File: src/rtl/widener_pkg.sv
// Shared types and constants for the 16-to-64 bus widener.
// Optional read buffer is enabled with the WIDENER_RDBUF_EN macro.
package widener_pkg;

    localparam int   LINE_OFF_W = 3;
    localparam logic SIZ_BYTE   = 1'b0;
    localparam logic SIZ_HALF   = 1'b1;

    typedef enum logic [1:0] {
        IDLE = 2'd0,
        BUS  = 2'd1,
        ACK  = 2'd2
    } state_e;

endpackage

File: src/rtl/widener_lanes.sv
// Combinational lane logic: byte selects, write replication, read extraction.
module widener_lanes
    import widener_pkg::*;
(
    input  logic [LINE_OFF_W-1:0] off_i,
    input  logic                  siz_i,
    input  logic                  sgn_i,
    input  logic [15:0]           wdat_i,
    input  logic [63:0]           rdat_i,
    output logic [7:0]            sel_o,
    output logic [63:0]           wdat_o,
    output logic [15:0]           rdat_o
);

    logic [15:0] shifted;

    always_comb begin
        // Halfwords are aligned, so the byte shift also lands them at [15:0].
        shifted = 16'(rdat_i >> {off_i, 3'b000});
        if (siz_i == SIZ_HALF) begin
            sel_o  = 8'b0000_0011 << {off_i[2:1], 1'b0};
            wdat_o = {4{wdat_i}};
            rdat_o = shifted;
        end else begin
            sel_o  = 8'b0000_0001 << off_i;
            wdat_o = {8{wdat_i[7:0]}};
            rdat_o = {{8{sgn_i & shifted[7]}}, shifted[7:0]};
        end
    end

endmodule

File: src/rtl/widener.sv
// Narrow (16-bit) to wide (64-bit) bus bridge with optional one-line read buffer.
// Read buffer is present only when WIDENER_RDBUF_EN is defined.
module widener
    import widener_pkg::*;
(
    input  logic        clk_i,
    input  logic        reset_i,
    input  logic [63:0] m_adr_i,
    input  logic        m_cyc_i,
    input  logic        m_stb_i,
    input  logic        m_we_i,
    input  logic        m_siz_i,
    input  logic        m_signed_i,
    input  logic [15:0] m_dat_i,
    output logic        m_ack_o,
    output logic [15:0] m_dat_o,
    output logic        m_err_align_o,
    output logic [63:0] s_adr_o,
    output logic        s_cyc_o,
    output logic        s_stb_o,
    output logic        s_we_o,
    output logic [7:0]  s_sel_o,
    output logic [63:0] s_dat_o,
    input  logic        s_ack_i,
    input  logic [63:0] s_dat_i
);

    state_e                state_q, state_d;
    logic [63:0]           s_adr_q, s_adr_d;
    logic [LINE_OFF_W-1:0] off_q, off_d;
    logic                  siz_q, siz_d;
    logic                  sgn_q, sgn_d;
    logic                  s_cyc_q, s_cyc_d;
    logic                  s_stb_q, s_stb_d;
    logic                  s_we_q, s_we_d;
    logic [7:0]            s_sel_q, s_sel_d;
    logic [63:0]           s_dat_q, s_dat_d;
    logic                  m_ack_q, m_ack_d;
    logic [15:0]           m_dat_q, m_dat_d;

    logic                  req_ok, hit, in_bus, bus_done;
    logic [LINE_OFF_W-1:0] lane_off;
    logic                  lane_siz, lane_sgn;
    logic [63:0]           lane_rdat, buf_rdat, lane_wdat;
    logic [7:0]            lane_sel;
    logic [15:0]           lane_rd16;

    assign m_err_align_o = m_cyc_i & m_stb_i & (m_siz_i == SIZ_HALF) & m_adr_i[0];
    assign req_ok        = m_cyc_i & m_stb_i & ~m_err_align_o;
    assign in_bus        = (state_q == BUS);
    assign bus_done      = in_bus & m_cyc_i & s_ack_i;

    // In BUS the lanes decode the latched request; otherwise the live one.
    assign lane_off  = in_bus ? off_q : m_adr_i[LINE_OFF_W-1:0];
    assign lane_siz  = in_bus ? siz_q : m_siz_i;
    assign lane_sgn  = in_bus ? sgn_q : m_signed_i;
    assign lane_rdat = in_bus ? s_dat_i : buf_rdat;

    widener_lanes u_lanes (
        .off_i  (lane_off),
        .siz_i  (lane_siz),
        .sgn_i  (lane_sgn),
        .wdat_i (m_dat_i),
        .rdat_i (lane_rdat),
        .sel_o  (lane_sel),
        .wdat_o (lane_wdat),
        .rdat_o (lane_rd16)
    );

`ifdef WIDENER_RDBUF_EN
    logic        buf_vld_q, buf_vld_d;
    logic [63:3] buf_tag_q, buf_tag_d;
    logic [63:0] buf_dat_q, buf_dat_d;

    assign hit      = ~m_we_i & buf_vld_q & (buf_tag_q == m_adr_i[63:3]);
    assign buf_rdat = buf_dat_q;

    always_comb begin
        buf_vld_d = buf_vld_q;
        buf_tag_d = buf_tag_q;
        buf_dat_d = buf_dat_q;
        if (bus_done) begin
            if (!s_we_q) begin
                buf_vld_d = 1'b1;
                buf_tag_d = s_adr_q[63:3];
                buf_dat_d = s_dat_i;
            end else if (buf_vld_q && (buf_tag_q == s_adr_q[63:3])) begin
                // Write-through: keep the buffered line coherent with the wide side.
                for (int i = 0; i < 8; i++) begin
                    if (s_sel_q[i]) buf_dat_d[8*i +: 8] = s_dat_q[8*i +: 8];
                end
            end
        end
    end

    always_ff @(posedge clk_i or negedge reset_i) begin
        if (!reset_i) begin
            buf_vld_q <= 1'b0;
            buf_tag_q <= '0;
            buf_dat_q <= '0;
        end else begin
            buf_vld_q <= buf_vld_d;
            buf_tag_q <= buf_tag_d;
            buf_dat_q <= buf_dat_d;
        end
    end
`else
    assign hit      = 1'b0;
    assign buf_rdat = s_dat_i;
`endif

    always_comb begin
        state_d = state_q;
        s_adr_d = s_adr_q;
        off_d   = off_q;
        siz_d   = siz_q;
        sgn_d   = sgn_q;
        s_cyc_d = s_cyc_q;
        s_stb_d = s_stb_q;
        s_we_d  = s_we_q;
        s_sel_d = s_sel_q;
        s_dat_d = s_dat_q;
        m_dat_d = m_dat_q;
        m_ack_d = 1'b0;
        case (state_q)
            IDLE: begin
                if (req_ok) begin
                    if (hit) begin
                        m_dat_d = lane_rd16;
                        m_ack_d = 1'b1;
                        state_d = ACK;
                    end else begin
                        s_adr_d = {m_adr_i[63:LINE_OFF_W], {LINE_OFF_W{1'b0}}};
                        off_d   = m_adr_i[LINE_OFF_W-1:0];
                        siz_d   = m_siz_i;
                        sgn_d   = m_signed_i;
                        s_we_d  = m_we_i;
                        s_sel_d = lane_sel;
                        s_dat_d = lane_wdat;
                        s_cyc_d = 1'b1;
                        s_stb_d = 1'b1;
                        state_d = BUS;
                    end
                end
            end
            BUS: begin
                // Abort wins over a coincident wide ack.
                if (!m_cyc_i) begin
                    s_cyc_d = 1'b0;
                    s_stb_d = 1'b0;
                    state_d = IDLE;
                end else if (s_ack_i) begin
                    s_cyc_d = 1'b0;
                    s_stb_d = 1'b0;
                    if (!s_we_q) m_dat_d = lane_rd16;
                    m_ack_d = 1'b1;
                    state_d = ACK;
                end
            end
            ACK:     state_d = IDLE;
            default: state_d = IDLE;
        endcase
    end

    always_ff @(posedge clk_i or negedge reset_i) begin
        if (!reset_i) begin
            state_q <= IDLE;
            s_adr_q <= '0;
            off_q   <= '0;
            siz_q   <= 1'b0;
            sgn_q   <= 1'b0;
            s_cyc_q <= 1'b0;
            s_stb_q <= 1'b0;
            s_we_q  <= 1'b0;
            s_sel_q <= '0;
            s_dat_q <= '0;
            m_ack_q <= 1'b0;
            m_dat_q <= '0;
        end else begin
            state_q <= state_d;
            s_adr_q <= s_adr_d;
            off_q   <= off_d;
            siz_q   <= siz_d;
            sgn_q   <= sgn_d;
            s_cyc_q <= s_cyc_d;
            s_stb_q <= s_stb_d;
            s_we_q  <= s_we_d;
            s_sel_q <= s_sel_d;
            s_dat_q <= s_dat_d;
            m_ack_q <= m_ack_d;
            m_dat_q <= m_dat_d;
        end
    end

    assign m_ack_o = m_ack_q;
    assign m_dat_o = m_dat_q;
    assign s_adr_o = s_adr_q;
    assign s_cyc_o = s_cyc_q;
    assign s_stb_o = s_stb_q;
    assign s_we_o  = s_we_q;
    assign s_sel_o = s_sel_q;
    assign s_dat_o = s_dat_q;

endmodule
File: config.mk
export PLATFORM = sky130hd
export DESIGN_NAME = widener
export DESIGN_NICKNAME = d
export VERILOG_FILES = /design/src/rtl/widener_pkg.sv /design/src/rtl/widener_lanes.sv /design/src/rtl/widener.sv
export SDC_FILE = /design/constraint.sdc
export NUM_CORES = 1
export LEC_CHECK = 0
export CAP_MARGIN = 25
export CORE_MARGIN = 5
export CORE_UTILIZATION = 25
export DETAILED_ROUTE_END_ITERATION = 6
export SLEW_MARGIN = 10
export SYNTH_ARGS = -nofsm -noshare
export SYNTH_HDL_FRONTEND = slang
export SYNTH_SLANG_ARGS = --single-unit
export TNS_END_PERCENT = 100
File: constraint.sdc
create_clock -name clk_i -period 2.78 [get_ports clk_i]
set_input_delay 0.278 -clock clk_i [delete_from_list [all_inputs] [get_ports clk_i]]
set_output_delay 0.278 -clock clk_i [all_outputs]
set_load 0.05 [all_outputs]
==> results of run 1 <==
[logic make-up after synthesis]
kind of cell,after synthesis
flops,111
mux,119
buf+inv,92
compound gates,105
other cells,1
simple gates,59
[area by class of cell]
type | count | area share [%]
timing repair buffer | 323 | 35.8
sequential | 111 | 30.9
multi-input combinational | 286 | 25.9
tap | 280 | 3.89
clock buffer | 10 | 2.54
clock inverter | 6 | 0.681
inverter | 8 | 0.334
[worst paths after layout]
check                                          endpoint  cells past startpoint              startpoint
worst min-delay path            s_adr_o[26]$_DFFE_PN0P_                      2                 reset_i
worst max-delay path            m_dat_o[14]$_DFFE_PN0P_                      6  state_q[0]$_DFFE_PN0P_
min in group clk_i               m_dat_o[5]$_DFFE_PN0P_                      2  m_dat_o[5]$_DFFE_PN0P_
worst min register to register   m_dat_o[5]$_DFFE_PN0P_                      2  m_dat_o[5]$_DFFE_PN0P_
max in group asynchronous       s_adr_o[39]$_DFFE_PN0P_                      3                 reset_i
worst max register to register  m_dat_o[14]$_DFFE_PN0P_                      6  state_q[0]$_DFFE_PN0P_
[power groups by stage]
stage	Combinational, µW	Sequential (µW)	Clock [µW]
final	4200	2270	1300
after global routing	4360	2340	1440
after CTS	4240	2280	1380
after detailed placement	4230	2310	0
after global placement	4230	2300	0
after floorplan	1510	3610	0
[flip-flops by register name, summed over array words and instances, names as in the netlist]
name and count:
s_adr_o 61, m_dat_o 16, s_dat_o 16, s_sel_o 8
off_q 3, state_q 2, m_ack_o 1, s_stb_o 1
s_we_o 1, sgn_q 1, siz_q 1
[cell usage in the layout (no fill, tap or decap), types with 2 or more instances in the layout]
cell and instances:
mux2i_2 3, a32oi_1 8, conb_1 3, buf_4 16, inv_1 8, inv_6 2, clkdlybuf4s50_1 303, o21ai_1 13
nor2_1 4, nand2_1 42, a32o_1 3, a21oi_1 10, o21ai_0 35, nand2b_1 2, o41ai_1 4, o31ai_1 2
mux2i_1 38, and3_1 2, clkbuf_16 9, dfrtp_1 111, mux2_2 76, a221oi_1 24, buf_12 3
[metrics by stage]
stage / hold slack [ns] / instance area [µm²] / std cells / total power [µW]
after floorplan: -0.0176 / 5630 / 489 / 5120
after global placement: 0.214 / 8700 / 1007 / 6520
after detailed placement: 0.212 / 8700 / 1007 / 6530
after CTS: 0.350 / 9000 / 1024 / 7900
after global routing: 0.388 / 9000 / 1024 / 8150
final: 0.372 / 9000 / 1024 / 7770
[routing by layer]
layer | GRT usage, % | vias up | wire (µm)
li1 | - | 2214 | -
met1 | 18.0 | 2289 | 8200
met2 | 23.6 | 198 | 9080
met3 | 6.44 | 11 | 1710
met4 | 3.09 | 0 | 160
met5 | 0 | - | 0
[worst reg2reg max path, cell delays in order (launching register included)]
cell,delay (ns)
dfrtp_1,0.44
nor2b_1,0.31
mux2_2,0.56
mux4_2,0.35
o22a_1,0.21
nand4b_2,0.21
nand2_1,0.08
==> flow_metrics.py, run 1 <==
metrics = {
    "outcome": {
        "status": "complete, no violations",
    },
    "power": {
        "p_comb_share_pct": 54.0,
        "p_per_area_nw_per_um2": 864,
        "p_int_uw": 4140,
        "swShare_pct": 46.8,
        "switchingPower_uw": 3640,
        "peakVddDrop_uv": 400,
        "power_frac_seq_pct": 29.2,
        "p_clk_share_pct": 16.8,
        "leakagePower_uw": 0.00375,
    },
    "route": {
        "post_drt_via_cell_ratio": 4.60,
        "drc_errors": 0,
        "dr.first_iter.drc_count": 158,
        "wl_per_cell_um": 18.7,
        "wl_um": 19200,
        "postRouteAntennaNets": 0,
        "firstDrtPassIters": 5,
        "vias": 4712,
    },
    "synth": {
        "synth_edf_count": 0,
        "muxShareOfSynthArea_pct": 23.3,
        "synth_xor_area_share_pct": 0,
        "netlist.area_leader.share_pct": 49.4,
        "ys_types": 36,
        "avgSynthCellArea_um2": 11.5,
        "yosys.area_share.adder_pct": 0,
        "synth.ff_latch_count": 111,
        "netlist_area_um2": 5620,
        "synth_area_leaders": "dfrtp_1 (49%), mux2_2 (15%), mux2i_1 (7.1%)",
        "synthMostInstantiatedCell": "dfrtp_1",
        "synth_top_area_cell": "dfrtp_1",
        "synth_common_cells": "dfrtp_1 (111), mux2_2 (76), buf_4 (52)",
        "ys.flop_type": "dfrtp_1",
        "synth_compound_area_share_pct": 12.4,
        "synth_cells": 487,
        "synth_warnings": 0,
        "async_flop_share_pct": 100,
        "seq_area_frac_synth_pct": 49.4,
        "synth_top_family_by_area": "multiplexers",
        "synth-simple-area-share_pct": 4.90,
    },
    "timing": {
        "period_share_pct": 82.0,
        "drv_slew": 0,
        "min_period_ns": 2.28,
        "fin_ws_ns": 0.500,
        "tightest_slew_ns": 0.655,
        "fin_setup_tns_ns": 0,
        "hold_viol_final": 0,
        "fin_skew_ns": 0.00851,
        "timing.fmax_mhz": 439,
        "setup-violations-final": 0,
        "rsz0062_at_grt": "no",
        "slew_headroom_pct": 55.2,
    },
    "placement": {
        "dp.final_hpwl_um": 14500,
        "post-place-ws_ns": 0.439,
        "port_buffers": 305,
        "gp_congestion": 0.760,
    },
    "layout": {
        "fillers": 2110,
        "diodes": 0,
        "fin_nets": 891,
        "utilization_pct": 41.0,
        "multi_input_area_um2": 2330,
        "area_growth_pct": 60.2,
        "seq_area_um2": 2780,
        "drive_above_1_share_pct": 16.1,
    },
    "setup_path": {
        "start_kind": "register",
        "path_max_fanout": 20,
        "cp_cell_sequence": "nor2b_1, mux2_2, mux4_2, o22a_1, nand4b_2, nand2_1",
        "cp-end-kind": "register",
        "ff2ff_setup_slack_ns": 0.50,
        "worst_ep_required_time_ns": 3.02,
        "crit_type": "register to register",
        "cpPeakStageDelay_ns": 0.56,
        "critical-path-top-delay-family": "multiplexers",
        "crit_buf_inv": 0,
        "crit_arrival_ns": 2.52,
        "cp_slowest_cell": "mux2_2",
    },
    "worst_hold_path": {
        "min_path_type": "input pin to async pin",
    },
    "run": {
        "max-cap-violations": 0,
    },
    "global_route": {
        "grt_pass1_vias": 4960,
        "grt_max_degree": 61,
        "grt_overflow": 0,
        "grt_antenna_before_repair": 0,
        "grt_pass1_wl_um": 29400,
        "track_usage_pct": 14.5,
    },
    "clock_tree": {
        "cts_tree": "yes",
        "cts_resized": 0,
        "clk_pin_slew_ns": 0.09,
        "numCtsBuffers": 9,
        "cts_sinks": 111,
        "htreeDepth": 3,
        "clock_path_buffers": 2,
        "insertion_delay_ns": 0.35,
        "post_cts.repair.setup_buffers": 0,
        "hold_buffers": 1,
        "cts_root_buf": "clkbuf_16",
    },
    "floorplan": {
        "fp.dieH_um": 160,
        "die_w_um": 160,
        "die-area_um2": 25600,
        "initial_core_util_pct": 25.6,
        "rows": 54,
        "core_area_um2": 22000,
        "io_pins": 309,
    },
}
No activity file was read; power rests on OpenSTA's default activity.
==> run 2, diff against run 1 <==
clock period = 2.3 ns   (was 2.78 ns; I/O delays follow)
==> flow_metrics.py, run 2 (same netlist as run 1, synthesis figures left out) <==
metrics = {
    "setup_path": {
        "start_kind": "register",
        "crit_arrival_ns": 2.40,
        "path_depth": 7,
        "crit_start": "state_q[0]$_DFFE_PN0P_",
        "critical-path-top-delay-family": "simple AND/OR/NAND/NOR gates",
        "ff2ff_path_depth": 7,
        "cp_slowest_cell": "dfrtp_1",
        "crit_type": "register to register",
        "crit_path_end": "m_dat_o[15]$_DFFE_PN0P_",
        "cp-end-kind": "register",
        "path_max_fanout": 24,
        "worst_ep_required_time_ns": 2.58,
        "cp_cell_sequence": "nor2b_1, buf_4, and3_1, nand2b_1, buf_4, nand4b_2, nand2_1",
        "cpPeakStageDelay_ns": 0.45,
        "ff2ff_setup_slack_ns": 0.18,
        "r2r_end": "m_dat_o[15]$_DFFE_PN0P_",
        "reg2reg_from": "state_q[0]$_DFFE_PN0P_",
        "worst_path_most_repeated_cell": "buf_4",
        "crit_buf_inv": 2,
    },
    "timing": {
        "drv_slew": 0,
        "slew_headroom_pct": 58.6,
        "period_share_pct": 92.0,
        "tightest_slew_ns": 0.619,
        "hold_slack_ns": 0.364,
        "hold_viol_final": 0,
        "min_period_ns": 2.12,
        "rsz0062_at_grt": "no",
        "fin_skew_ns": 0.0109,
        "setup-violations-final": 0,
        "fin_setup_tns_ns": 0,
        "timing.fmax_mhz": 473,
    },
    "floorplan": {
        "rows": 54,
        "core_area_um2": 22000,
        "initial_core_util_pct": 25.6,
        "fp.dieH_um": 160,
        "io_pins": 309,
        "die-area_um2": 25600,
        "die_w_um": 160,
    },
    "worst_hold_path": {
        "min_path_type": "input pin to async pin",
    },
    "clock_tree": {
        "clk_pin_slew_ns": 0.08,
        "cts_sinks": 111,
        "numCtsBuffers": 9,
        "cts_tree": "yes",
        "clock_path_buffers": 2,
        "insertion_delay_ns": 0.36,
        "cts_root_buf": "clkbuf_16",
        "htreeDepth": 3,
    },
    "placement": {
        "placedCellCount": 1012,
        "port_buffers": 305,
        "gp_congestion": 0.785,
        "dp.final_hpwl_um": 14600,
    },
    "layout": {
        "drive_above_1_share_pct": 17.0,
        "area_growth_pct": 61.9,
        "largest_reg_flops": 61,
        "final_cell_mix": "clkdlybuf4s50_1 (303), dfrtp_1 (111), mux2_2 (75)",
        "layout_commonest_cell": "clkdlybuf4s50_1",
        "multi_input_area_um2": 2340,
        "fillers": 2142,
        "diodes": 0,
        "fin_nets": 896,
        "seq_area_um2": 2780,
        "final_cells": 1029,
    },
    "route": {
        "firstDrtPassIters": 4,
        "post_drt_via_cell_ratio": 4.53,
        "postRouteAntennaNets": 0,
        "wl_um": 19000,
        "drc_errors": 0,
        "vias": 4664,
        "wl_per_cell_um": 18.4,
        "dr.first_iter.drc_count": 186,
    },
    "global_route": {
        "grt_pass1_wl_um": 29100,
        "grt_antenna_before_repair": 0,
        "grt_overflow": 0,
        "track_usage_pct": 14.4,
        "grt_max_degree": 58,
        "grt_pass1_vias": 4902,
    },
    "run": {
        "max-cap-violations": 0,
    },
    "power": {
        "p_per_area_nw_per_um2": 1040,
        "peakVddDrop_uv": 485,
        "leakagePower_uw": 0.00380,
    },
    "outcome": {
        "status": "complete, no violations",
    },
}
## run 2: through the flow
stage                     setup WS, ns  area, µm²  total power (µW)  utilization [%]
after floorplan                  0.216       5630              6180                -
after global placement           0.161       8760              7900             39.9
after detailed placement         0.102       8760              7920             39.9
after CTS                       0.0837       9080              9610             41.4
after global routing            0.0120       9090              9910             41.4
final                            0.185       9090              9470             41.4
## run 2: worst min-delay path by stage
stage	start	to
2_1_floorplan	reset_i	m_ack_o$_DFF_PN0_
3_3_place_gp	reset_i	s_adr_o[62]$_DFFE_PN0P_
3_5_place_dp	reset_i	s_adr_o[62]$_DFFE_PN0P_
4_1_cts	reset_i	s_adr_o[62]$_DFFE_PN0P_
5_1_grt	reset_i	s_adr_o[62]$_DFFE_PN0P_
6_report	reset_i	s_adr_o[62]$_DFFE_PN0P_
## run 2: layer usage
| metal | vias to the layer above | routed length, µm | global-route usage [%] |
|---|---|---|---|
| met5 | - | 0 | 0 |
| met3 | 10 | 1880 | 6.91 |
| met1 | 2224 | 7950 | 17.5 |
| met2 | 198 | 8910 | 23.5 |
| met4 | 0 | 235 | 3.21 |
| li1 | 2232 | - | - |
## run 2: repair_timing
| item | 4_1_cts | 5_1_grt |
|---|---|---|
| buffers inserted | 0 | 0 |
| setup endpoints to repair | 0 | 8 |
| hold buffers | 1 | 0 |
| gates resized for setup | 0 | 3 |
| endpoints found under the hold margin | 27 | 0 |
## run 2: where the power goes
group	leakage, µW	internal [µW]	switching (µW)
Combinational	0.00230	1830	3270
Clock	0.000153	788	842
Sequential	0.00135	2430	321
Total	0.00380	5040	4430
## run 2: layout make-up
cell class	instances	area share (%)
Inverter	8	0.330
Tap cell	280	3.85
Clock inverter	7	0.935
Timing Repair Buffer	328	36.1
Sequential cell	111	30.5
Multi-Input combinational cell	286	25.7
Clock buffer	9	2.48
==> run 3, diff against run 2 <==
CORE_UTILIZATION = 39   (was 25)
PLACE_DENSITY = 0.81   (was unset)
==> flow_metrics.py, run 3 (same netlist as run 1, synthesis figures left out) <==
metrics = {
    "global_route": {
        "grt_max_degree": 109,
        "grt_pass1_wl_um": 27900,
        "grtUsageMet2_pct": 35.8,
        "grt_overflow": 0,
        "grt_pass1_vias": 5183,
        "met3_usage_pct": 7.08,
        "busiest_layer": "met2",
        "track_usage_pct": 21.3,
        "use_met1_pct": 25.4,
        "grt_antenna_before_repair": 0,
    },
    "clock_tree": {
        "insertion_delay_ns": 0.35,
        "clk_pin_slew_ns": 0.07,
        "cts_sinks": 111,
        "clock_path_buffers": 2,
        "cts_root_buf": "clkbuf_16",
        "htreeDepth": 3,
        "cts_tree": "yes",
        "numCtsBuffers": 9,
    },
    "route": {
        "post_drt_via_cell_ratio": 5.24,
        "wl_um": 18100,
        "vias": 4870,
        "wl_per_cell_um": 19.5,
        "postRouteAntennaNets": 0,
        "dr.first_iter.drc_count": 324,
        "drc_errors": 0,
        "firstDrtPassIters": 4,
    },
    "power": {
        "p_comb_share_pct": 54.5,
        "peakVddDrop_uv": 704,
        "p_int_uw": 5030,
        "leakagePower_uw": 0.00379,
        "p_clk_share_pct": 16.0,
        "swShare_pct": 46.3,
        "switchingPower_uw": 4330,
        "p_per_area_nw_per_um2": 1050,
        "power_frac_seq_pct": 29.5,
    },
    "placement": {
        "post-place-ws_ns": 0.0198,
        "port_buffers": 305,
        "placedCellCount": 912,
        "dp.final_hpwl_um": 14100,
        "place_area_um2": 8610,
        "gp_congestion": 0.849,
    },
    "timing": {
        "timing.fmax_mhz": 452,
        "fin_setup_tns_ns": 0,
        "rsz0062_at_grt": "no",
        "fin_skew_ns": 0.00693,
        "drv_slew": 0,
        "fin_ws_ns": 0.0867,
        "tightest_slew_ns": 0.914,
        "hold_viol_final": 0,
        "setup-violations-final": 0,
        "slew_headroom_pct": 38.6,
        "min_period_ns": 2.21,
        "hold_slack_ns": 0.393,
        "period_share_pct": 96.2,
    },
    "setup_path": {
        "worst_ep_required_time_ns": 2.54,
        "cp-end-kind": "register",
        "crit_arrival_ns": 2.45,
        "crit_type": "register to register",
        "path_max_fanout": 6,
        "start_kind": "register",
    },
    "floorplan": {
        "die_w_um": 130,
        "rows": 43,
        "die-area_um2": 16900,
        "fp.dieH_um": 130,
        "io_pins": 309,
        "initial_core_util_pct": 40.2,
        "core_area_um2": 14000,
    },
    "layout": {
        "stdcell_area_um2": 8920,
        "layout_commonest_cell": "clkdlybuf4s50_1",
        "largest_reg_flops": 61,
        "final_cells": 929,
        "area_growth_pct": 58.8,
        "fin_nets": 896,
        "drive_above_1_share_pct": 16.7,
        "final_cell_mix": "clkdlybuf4s50_1 (303), dfrtp_1 (111), mux2_2 (75)",
        "diodes": 0,
    },
    "worst_hold_path": {
        "min_path_type": "input pin to async pin",
    },
    "run": {
        "max-cap-violations": 0,
    },
    "outcome": {
        "status": "complete, no violations",
    },
}
## run 3: path summary, 6_finish.rpt
| check | startpoint | to | depth (start not counted) | slack (ns) |
|---|---|---|---|---|
| min in group clk_i | s_sel_o[1]$_DFFE_PN0P_ | s_sel_o[1]$_DFFE_PN0P_ | 2 | 0.48 |
| worst max register to register | state_q[1]$_DFFE_PN0P_ | m_dat_o[7]$_DFFE_PN0P_ | 6 | 0.09 |
| worst max-delay path | state_q[1]$_DFFE_PN0P_ | m_dat_o[7]$_DFFE_PN0P_ | 6 | 0.09 |
| worst min register to register | s_sel_o[1]$_DFFE_PN0P_ | s_sel_o[1]$_DFFE_PN0P_ | 2 | 0.48 |
| max in group asynchronous | reset_i | m_dat_o[5]$_DFFE_PN0P_ | 3 | 1.25 |
| worst min-delay path | reset_i | s_adr_o[23]$_DFFE_PN0P_ | 2 | 0.39 |
## run 3: metal layers
| metal | part of all wire [%] | wire, µm |
|---|---|---|
| met5 | 0 | 0 |
| met4 | 2.1 | 388 |
| met3 | 10 | 1880 |
| met2 | 50 | 9060 |
| met1 | 37 | 6790 |
## run 3: layout make-up
cell class                      instances  area [µm²]
Timing Repair Buffer                  328        3280
Tap cell                              180         225
Inverter                                8        30.0
Fill cell                            1124        5070
Multi-Input combinational cell        286        2330
Clock buffer                           11         243
Sequential cell                       111        2780
Clock inverter                          5        38.8
## run 3: repair_timing
item / CTS / global route
pin swaps: 0 / 0
hold buffers: 1 / 0
buffers inserted: 0 / 0
endpoints found under the hold margin: 36 / 0
resized for setup: 1 / 3
setup endpoints to repair: 8 / 8
## run 3: power by group through the flow
stage | Clock, µW | Sequential (µW) | Combinational (µW)
2_1_floorplan | 0 | 4360 | 1830
3_3_place_gp | 0 | 2760 | 5070
3_5_place_dp | 0 | 2800 | 5110
4_1_cts | 1540 | 2770 | 5130
5_1_grt | 1620 | 2840 | 5300
6_report | 1500 | 2760 | 5090
## run 3: critical path, cell delays in order (launching register included)
cell and delay (ns):
dfrtp_1 0.40, buf_4 0.16, nand2b_1 0.23, mux2_4 0.38, mux4_2 0.43, o22a_1 0.23
mux2_2 0.27
## run 3: through the flow
step | util (%) | total power, µW
floorplan | - | 6180
global placement | 61.5 | 7830
detailed placement | 61.6 | 7910
CTS | 63.7 | 9440
global route | 63.8 | 9760
finish | 63.8 | 9350
